<file path="config.mk">
export PLATFORM = sky130hd
export DESIGN_NAME = if_fetch_unit
export DESIGN_NICKNAME = d
export VERILOG_FILES = /design/src/rtl/if_fetch_unit.sv
export SDC_FILE = /design/constraint.sdc
export NUM_CORES = 1
export LEC_CHECK = 0
export CAP_MARGIN = 10
export CORE_ASPECT_RATIO = 0.5
export CORE_MARGIN = 2
export CORE_UTILIZATION = 28
export CTS_CLUSTER_DIAMETER = 40
export DETAILED_ROUTE_END_ITERATION = 6
export GPL_TIMING_DRIVEN = 1
export HOLD_SLACK_MARGIN = 0.06
export REMOVE_ABC_BUFFERS = 1
export SLEW_MARGIN = 20
export SYNTH_ARGS = -nofsm -noshare
export SYNTH_HDL_FRONTEND = slang
export SYNTH_SLANG_ARGS = --single-unit
</file>
<file path="constraint.sdc">
create_clock -name clk -period 1.6 [get_ports clk]
set_input_delay 0.32 -clock clk [delete_from_list [all_inputs] [get_ports clk]]
set_output_delay 0.32 -clock clk [all_outputs]
set_load 0.02 [all_outputs]
</file>
<file path="src/rtl/if_fetch_unit.sv">
// Fetch-stage controller: owns the PC, reads the combinational instruction memory
// and holds one instruction in the IF/ID slot behind a valid/ready handshake.
module if_fetch_unit #(
  parameter logic [31:0] RESET_PC   = 32'h0000_0000,
  parameter logic [31:0] HALT_INSTR = 32'h0000_0073,
  parameter logic [31:0] NOP_INSTR  = 32'h0000_0013
) (
  input  logic        clk,
  input  logic        rst_n,
  output logic [31:0] imem_addr,
  input  logic [31:0] imem_instr,
  input  logic        redirect_valid,
  input  logic [31:0] redirect_pc,
  output logic        id_valid,
  input  logic        id_ready,
  output logic [31:0] id_pc,
  output logic [31:0] id_instr,
  output logic        halted,
  output logic [31:0] fetch_count
);

  typedef enum logic [1:0] {
    BOOT = 2'd0,
    RUN  = 2'd1,
    HALT = 2'd2
  } state_t;

  state_t      state_q;
  logic [31:0] pc_q;
  logic        vld_p1;
  logic [31:0] pc_p1;
  logic [31:0] instr_p1;
  logic [31:0] count_q;
  logic        accept;

  function automatic logic [31:0] word_align(input logic [31:0] addr);
    return addr & 32'hFFFF_FFFC;
  endfunction

  function automatic logic [31:0] next_seq_pc(input logic [31:0] pc);
    return pc + 32'd4;
  endfunction

  assign accept = (state_q == RUN) && (!vld_p1 || id_ready);

  // Stage p0 -> p1: PC drives memory, returned word lands in the IF/ID slot
  always_ff @(posedge clk or negedge rst_n) begin
    if (!rst_n) begin
      state_q  <= BOOT;
      pc_q     <= RESET_PC;
      vld_p1   <= 1'b0;
      pc_p1    <= 32'h0000_0000;
      instr_p1 <= NOP_INSTR;
      count_q  <= 32'h0000_0000;
    end else if (redirect_valid) begin
      // Flush wins over any capture or drain this cycle
      state_q  <= RUN;
      pc_q     <= word_align(redirect_pc);
      vld_p1   <= 1'b0;
      instr_p1 <= NOP_INSTR;
    end else begin
      case (state_q)
        BOOT: state_q <= RUN;
        RUN: begin
          if (accept) begin
            vld_p1   <= 1'b1;
            pc_p1    <= pc_q;
            instr_p1 <= imem_instr;
            count_q  <= count_q + 32'd1;
            if (imem_instr == HALT_INSTR) begin
              state_q <= HALT;
            end else begin
              pc_q <= next_seq_pc(pc_q);
            end
          end else if (vld_p1 && id_ready) begin
            vld_p1 <= 1'b0;
          end
        end
        HALT: begin
          if (vld_p1 && id_ready) begin
            vld_p1 <= 1'b0;
          end
        end
        default: state_q <= BOOT;
      endcase
    end
  end

  assign imem_addr   = pc_q;
  assign id_valid    = vld_p1;
  assign id_pc       = pc_p1;
  assign id_instr    = instr_p1;
  assign halted      = (state_q == HALT);
  assign fetch_count = count_q;

endmodule

</file>
; ---- Word-level counts from Yosys, hierarchy flattened
; Cells that the tools add are included.
[classes]
n_addsub = 2
n_reduce_logical = 12
eq_ne = 7
bitwise_logic = 1
n_mux = 15
[ops]
columns = operator, n
row1 = 2-to-1 mux 32 bit, 7
row2 = "adder 32 x 1 -> 32 bit, second input constant", 1
row3 = "adder 32 x 3 -> 32 bit, second input constant", 1
row4 = "== test 32 x 7 -> 1 bit, second input constant", 1
row5 = AND reduction 3 bit, 3
row6 = 2-to-1 mux 2 bit, 3
row7 = case mux 2 bit (3 select lines), 1
row8 = "inequality test 2 bit, second input constant", 2
row9 = nonzero test 2 bit, 2
row10 = 2-to-1 mux 1 bit, 3
row11 = "inequality test 3 x 2 -> 1 bit, second input constant", 1
row12 = "inequality test 3 bit, second input constant", 1
row13 = nonzero test 3 bit, 1
row14 = "== test 2 x 1 -> 1 bit, second input constant", 1
row15 = "== test 2 bit, second input constant", 1
row16 = logical AND 1 bit, 2
row17 = zero test 2 bit, 1
row18 = case mux 1 bit (2 select lines), 1
row19 = AND reduction 2 bit, 1
row20 = zero test 1 bit, 1
row21 = logical OR 1 bit, 1
row22 = inverter 1 bit, 1
[totals]
in_bits = 68
wordCells = 43
output_inout_bits = 130
reg_bits = 131

; ---- Logic depth before layout (Yosys ltp)
; Gate-level depths: netlist of the first run.
[logic_depth]
ltp_word = 6
depth_mapped = 8
ltp_nobuf = 6

; ---- Worst setup path after synthesis of the first run
; No wires, ideal clock.
[synth_path]
path_kind = flip-flop to flip-flop
start = register count_q[4] (netlist: fetch_count[4])
end = register count_q[13] (netlist: fetch_count[13])
slack_ps = -219
arrival_time_ps = 1687
synth_period_minus_slack_ps = 1819
path_buffers = 2
stages_incl_launch_ff = 8
cell_sequence = dfrtp_1 -> and4_1 -> and4_1 -> buf_2 -> and4_1 -> buf_2 -> and3_1 -> xor2_1
[synth_between]
elab_chain_len = 1
[synth_rtl]
columns = element, line_no
row1 = "start, declared", 33  ; logic [31:0] count_q;
row2 = "start signal, assigned", 69  ; count_q <= count_q + 32'd1;
row3 = adder 32 x 1 -> 32 bit, 69
; Every way passes these cells.
; A chain may end at the register's enable or synchronous reset.

; ---- Worst setup path after layout of the first run
[layout_path]
start = register state_q[1]
end = register pc_q[16] (netlist: imem_addr[16])
[layout_between]
elab_chain_len = 4
[layout_rtl]
columns = element, line_no
row1 = "start, declared", 28  ; state_t state_q;
row2 = "start signal, assigned", 49  ; state_q <= BOOT;
row3 = "start signal, assigned", 57  ; state_q <= RUN;
row4 = "start signal, assigned", 63  ; BOOT: state_q <= RUN;
row5 = == test 2 x 1 -> 1 bit *, "44, 62"
row6 = logical AND 1 bit, 44  ; assign accept = (state_q == RUN) && (!vld_p1 || id_ready);
row7 = nonzero test 2 bit (no source line), --
row8 = AND reduction 3 bit (no source line) *, --
row9 = "end signal, assigned", 58  ; pc_q <= word_align(redirect_pc);
row10 = "end signal, assigned", 73  ; pc_q <= next_seq_pc(pc_q);
row11 = "end, declared", 29  ; logic [31:0] pc_q;
; Mark *: on every way between the ends. The rest lies on a longest branch, timed or not.

==> results.yml, run 1 <==
run_status:
  status: "finished, violations left"
  violations: "setup timing"
clocking:
  cts_tree: "built"
  cts_buffer_depth: 2
  htree_levels: 4
  clock_latency_ns: 0.42
  cts_buffers: 17
  cts_sinks: 127
  clk_root_buffer_cell: "clkbuf_16"
  clkTransAtPathRegs_ns: 0.06
yosys:
  yosysSeqAreaShare_pct: 52.78
  postSynthCellCount: 563
  yosysWarnings: 0
  synth-edff-count: 0
  synth_ff_type: "dfrtp_1"
  syn_area_um2: 6028
  syn_area_per_cell_um2: 10.71
  synth_cell_types: 61
  ys_seq_elements: 127
  async_flop_share_pct: 100.0
global_routing:
  antenna_found_initial: 0
  grt_pass1_vias: 5884
  grt_remaining_overflow: 0
  track_usage_pct: 19.46
  grt_pass1_wl_um: 33800
  grt_max_degree: 44
cells_and_area:
  antenna-diode-count: 0
  final_area_um2: 10540
  final_nets: 970
  register_area_um2: 3184
  fin_util_pct: 50.59
  multi_input_area_um2: 3272
  fillers: 1914
  drive_gt1_share_pct: 38.77
  syn2layout_area_growth_pct: 74.84
power_and_ir_drop:
  peakVddDrop_mv: 0.6806
  internal_power_mw: 7.437
  p_total_mw: 10.64
  combPwrFrac_pct: 24.5
  power_switching_mw: 3.204
  seq_power_share_pct: 35.8
  p_clk_share_pct: 39.7
  switching_share_pct: 30.11
  power.density_nw_per_um2: 1010
  p_leak_nw: 4.927
floorplan:
  dieHeight_um: 107.8
  design.core.area_um2: 20830
  start_util_pct: 28.94
  dieArea_um2: 22790
  ios: 198
  die_x_um: 211.5
  row_count: 37
route:
  final_antenna_net_count: 0
  num_vias: 5779
  drc_errors: 0
  drtIter0Drc: 331
  drt-total-wl_um: 22170
  viasPerCell: 4.873
  drtPass1Iterations: 4
  wl_per_cell_um: 18.70
critical_path:
  critPathCaptureType: "flip-flop"
  path_class: "reg -> reg"
  max_stage_delay_ns: 0.49
  path_cells: "buf_6 > buf_6 > nor3_4 > buf_6 > o211ai_4 > or4_1 > a31oi_1"
  path_max_fanout: 6
  path_delay_family: "simple AND/OR/NAND/NOR gates"
  critical_path_required_ns: 1.93
  cp_num_buf_inv: 3
  cp_common_cell: "buf_6"
  start_kind: "flip-flop"
  arrival_ns: 2.16
  crit_slowest_cell: "or4_1"
sta:
  clock.fmax_mhz: 546.5
  finalClockSkew_ns: 0.007758
  period_minus_slack_ns: 1.830
  finalWorstSetupSlack_ns: -0.2299
  fin_crit_sh_pct: 114.4
  hold_viol_final: 0
  setup_violations: 80
  rsz0062_at_grt: "yes"
  slew_violations: 0
placement:
  dpl_cell_area_um2: 8945
  dp_hpwl_um: 14440
  place_congestion: 0.8157
  io_buffer_count: 191
hold_path:
  min-delay-path-class: "in -> reg"
flow_run:
  cap_violations: 0
## Yosys cell counts (3+ instances only)
cell type | instances | area, µm²
a2111oi_2 | 7 | 105.1
a211oi_1 | 5 | 37.54
a21oi_1 | 30 | 150.1
a31oi_1 | 5 | 31.28
and2_1 | 5 | 31.28
and3_1 | 15 | 93.84
and4_1 | 10 | 87.58
buf_2 | 14 | 70.07
buf_4 | 5 | 37.54
clkbuf_1 | 11 | 41.29
dfrtp_1 | 124 | 3103
dfstp_2 | 3 | 78.83
inv_1 | 4 | 15.01
mux2_2 | 33 | 371.6
nand2_1 | 102 | 382.9
nand3_1 | 22 | 110.1
nand4_1 | 18 | 112.6
nor2_1 | 15 | 56.30
nor2b_1 | 4 | 25.02
nor3_1 | 3 | 15.01
nor4_1 | 6 | 37.54
nor4_2 | 3 | 37.54
o2111ai_1 | 5 | 43.79
o21ai_0 | 16 | 80.08
o21ai_1 | 8 | 40.04
or4_1 | 3 | 22.52
xnor2_1 | 34 | 297.8
xor2_1 | 17 | 148.9
## metrics by stage
stage | hold WS, ns | setup WS [ns] | setup TNS [ns] | std cells
after floorplan | 0.02441 | -2.598 | -134.19 | 535
after global placement | 0.2616 | -0.8664 | -63.65 | 1101
after detailed placement | 0.2645 | -0.8087 | -63.92 | 1101
after CTS | 0.1279 | -0.1988 | -7.861 | 1177
after global routing | 0.1456 | -0.2813 | -13.55 | 1186
final | 0.1416 | -0.2299 | -7.513 | 1186
## kinds of logic (layout without fill, tap and decap cells)
kind of cell | count (synthesis) | after routing | synth area share [%]
xor+xnor | 51 | 51 | 7.410
simple gates | 222 | 222 | 19.84
other cells | 1 | 4 | 0.06221
compound gates | 89 | 89 | 10.25
fa+ha+maj | 2 | 2 | 0.4150
mux | 34 | 34 | 6.330
flops | 127 | 127 | 52.78
buf+inv | 37 | 384 | 2.906
## power groups by stage
stage | registers [mW] | logic, mW | clock network (mW)
after detailed placement | 3.85 | 2.55 | 0
after global routing | 3.86 | 2.78 | 4.43
after global placement | 3.84 | 2.53 | 0
after floorplan | 4.33 | 0.539 | 0
final | 3.81 | 2.61 | 4.22
after CTS | 3.80 | 2.62 | 4.29
## area by class of cell
cell class	instances	share of cell area [%]
Tap cell	273	3.241
Clock buffer	19	4.202
Multi-Input combinational cell	402	31.04
Timing Repair Buffer	346	29.31
Sequential cell	127	30.21
Inverter	6	0.2137
Clock inverter	13	1.781
## what timing repair did
action                                  in CTS  in global routing
gates resized for setup                    378                112
hold endpoints to repair                    33                  0
endpoints found under the setup margin     217                141
setup buffers                               39                 15
hold buffers                                 1                  0
cloned                                       5                  1
pin swaps                                   62                 28
## tightest hold or removal path, stage by stage
cell	delay [ns]
buf_6	0.10
nand2_1	0.05
a21oi_1	0.05
## layer usage
metal,part of all wire (%),GRT usage (%)
met1,44,25.17
met5,0,0
met3,3.7,3.763
met4,2.2,7.646
met2,50,32.28
## flip-flops by register name, summed over array words and instances, names as in the netlist
| signal | cells |
|---|---|
| state_q | 2 |
| imem_addr | 30 |
| id_pc | 30 |
| id_valid | 1 |
| id_instr | 32 |
| fetch_count | 32 |
## cells in the final DEF (no fill, tap or decap), types with 9 or more instances in the layout
| master | count |
|---|---|
| xor2_1 | 17 |
| dlygate4sd2_1 | 90 |
| buf_6 | 35 |
| mux2_4 | 32 |
| clkdlybuf4s50_1 | 31 |
| clkbuf_2 | 33 |
| clkbuf_16 | 19 |
| clkdlybuf4s15_1 | 11 |
| buf_4 | 110 |
| buf_2 | 10 |
| xnor2_1 | 33 |
| a21oi_1 | 29 |
| nor2_1 | 13 |
| and3_1 | 11 |
| nand3_1 | 16 |
| nand4_1 | 18 |
| dfrtp_1 | 122 |
| buf_12 | 9 |
| nand2_1 | 94 |
| o21ai_1 | 17 |
## final timing paths
| path | endpoint | slack [ns] | from | cells after the start |
|---|---|---|---|---|
| hold / removal | id_instr[20] | 0.14 | imem_instr[20] | 3 |
| setup reg to reg | imem_addr[16] | -0.23 | state_q[1] | 7 |
| max in group asynchronous | imem_addr[2] | 0.58 | rst_n | 3 |
| setup / recovery | imem_addr[16] | -0.23 | state_q[1] | 7 |
| min in group asynchronous | id_pc[19] | 0.38 | rst_n | 2 |
| hold reg to reg | fetch_count[31] | 0.48 | fetch_count[31] | 1 |
Note: power is estimated with default switching activity, not from simulation.
==> inputs of run 2 (changes only) <==
==> constraint.sdc (replaced) <==
create_clock -name clk -period 1.6 [get_ports clk]
set_input_delay 0.32 -clock clk [delete_from_list [all_inputs] [get_ports clk]]
set_output_delay 0.32 -clock clk [all_outputs]
set_load 0.01 [all_outputs]
==> run 2 against run 1 <==
The run still ends with setup timing left. Maximum frequency up 4.1%. Flip-flop and latch count unchanged. Cell count down 0.25%. Register-to-register slack better by 0.07 ns. Largest power group unchanged. Sequential power about the same. Largest cell class unchanged.
==> results.yml, run 2 (synthesis gave the netlist of run 1 again) <==
cells_and_area:
  drive_gt1_share_pct: 35.97
  fillers: 1839
  final_area_um2: 10630
  register_area_um2: 3188
  syn2layout_area_growth_pct: 76.28
  multi_input_area_um2: 3331
  final_cell_mix: "119 x dfrtp_1, 115 x dlygate4sd2_1, 111 x buf_4"
  layout_commonest_cell: "dfrtp_1"
  final_nets: 966
global_routing:
  grt_max_degree: 56
  grt_pass1_vias: 5876
  grt_remaining_overflow: 0
  grt_pass1_wl_um: 33560
  track_usage_pct: 19.10
  antenna_found_initial: 1
clocking:
  cts_sinks: 127
  htree_levels: 4
  clkTransAtPathRegs_ns: 0.06
  cts_tree: "built"
  cts_buffer_depth: 2
  cts_buffers: 17
  clk_root_buffer_cell: "clkbuf_16"
  clock_latency_ns: 0.41
power_and_ir_drop:
  switching_share_pct: 27.97
  internal_power_mw: 7.489
  p_leak_nw: 4.926
  combPwrFrac_pct: 22.3
  power.density_nw_per_um2: 978.4
  seq_power_share_pct: 36.6
  p_total_mw: 10.40
  power_switching_mw: 2.907
  p_clk_share_pct: 41.1
  peakVddDrop_mv: 0.6079
hold_path:
  min-delay-path-class: "in -> reg"
critical_path:
  critPathCaptureType: "flip-flop"
  start_kind: "flip-flop"
  critical_path_required_ns: 1.90
  arrival_ns: 2.06
  path_class: "reg -> reg"
  path_max_fanout: 6
  rrSetupSlack_ns: -0.16
route:
  drtPass1Iterations: 6
  final_antenna_net_count: 0
  routed-wl-met3_um: 859
  wl_met1_um: 9485
  topRoutingLayerUsed: "met4"
  wl_met2_um: 11130
  viasPerCell: 4.880
  num_vias: 5773
  drc_errors: 0
  drtIter0Drc: 354
  wl_per_cell_um: 18.32
  drt-total-wl_um: 21670
floorplan:
  start_util_pct: 28.94
  design.core.area_um2: 20830
  row_count: 37
  dieHeight_um: 107.8
  die_x_um: 211.5
  dieArea_um2: 22790
  ios: 198
sta:
  hold_viol_final: 0
  fin_hold_ws_ns: 0.1491
  finalWorstSetupSlack_ns: -0.1581
  fin_crit_sh_pct: 109.9
  slew_violations: 0
  finalClockSkew_ns: 0.009074
  fin_setup_tns_ns: -6.264
  clock.fmax_mhz: 568.8
  period_minus_slack_ns: 1.758
  setup_violations: 77
  rsz0062_at_grt: "yes"
run_status:
  status: "finished, violations left"
  violations: "setup timing"
flow_run:
  cap_violations: 0
placement:
  place_congestion: 0.8097
  post-place-ws_ns: -0.8564
  io_buffer_count: 191
  dpl_cell_area_um2: 8960
  dp_hpwl_um: 14430
[run 2: cell type report]
cell class,count,area share (%)
diodes,1,0.02355
flip-flops and latches,127,30.00
clock buffers,20,4.298
inverters,6,0.2119
repair buffers,341,29.19
well taps,273,3.214
multi-input cells,403,31.34
clock inverters,12,1.719
[run 2: through the flow]
stage                     std cells  utilization [%]
final                          1183            51.01
after detailed placement       1103            43.01
after CTS                      1170            49.79
after global placement         1103            43.01
after global routing           1183            51.01
after floorplan                 535                -
[run 2: critical path, stage by stage, from the launching register on]
cell and delay, ns:
dfrtp_1 0.40, or2_4 0.27, nor3_4 0.17, buf_6 0.13
buf_6 0.08, and4_4 0.22, buf_6 0.13, nand4_1 0.11
xnor2_1 0.14
[run 2: path summary, 6_finish.rpt]
kind	from	end	depth (start not counted)
max in group asynchronous	rst_n	fetch_count[18]	3
hold / removal	imem_instr[11]	id_instr[11]	3
setup reg to reg	state_q[1]	fetch_count[31]	8
hold reg to reg	fetch_count[31]	fetch_count[31]	1
setup / recovery	state_q[1]	fetch_count[31]	8
min in group asynchronous	rst_n	id_pc[25]	2
[run 2: routing by layer]
metal,vias to the layer above,track usage (%)
met5,-,0
met4,0,4.980
met3,17,3.413
met2,163,33.22
met1,2914,24.62
li1,2679,-
[run 2: power by group through the flow]
stage	registers, mW	logic [mW]	clock network [mW]
global route	3.85	2.49	4.51
floorplan	4.06	0.536	0
detailed placement	3.85	2.28	0
finish	3.80	2.32	4.28
global placement	3.83	2.25	0
CTS	3.79	2.27	4.35
[run 2: timing repair]
action	CTS	global route
pin swaps	55	44
gates resized for setup	311	99
hold buffers	1	0
cloned	6	0
buffers inserted	28	14
hold endpoints to repair	126	0
setup endpoints to repair	243	132
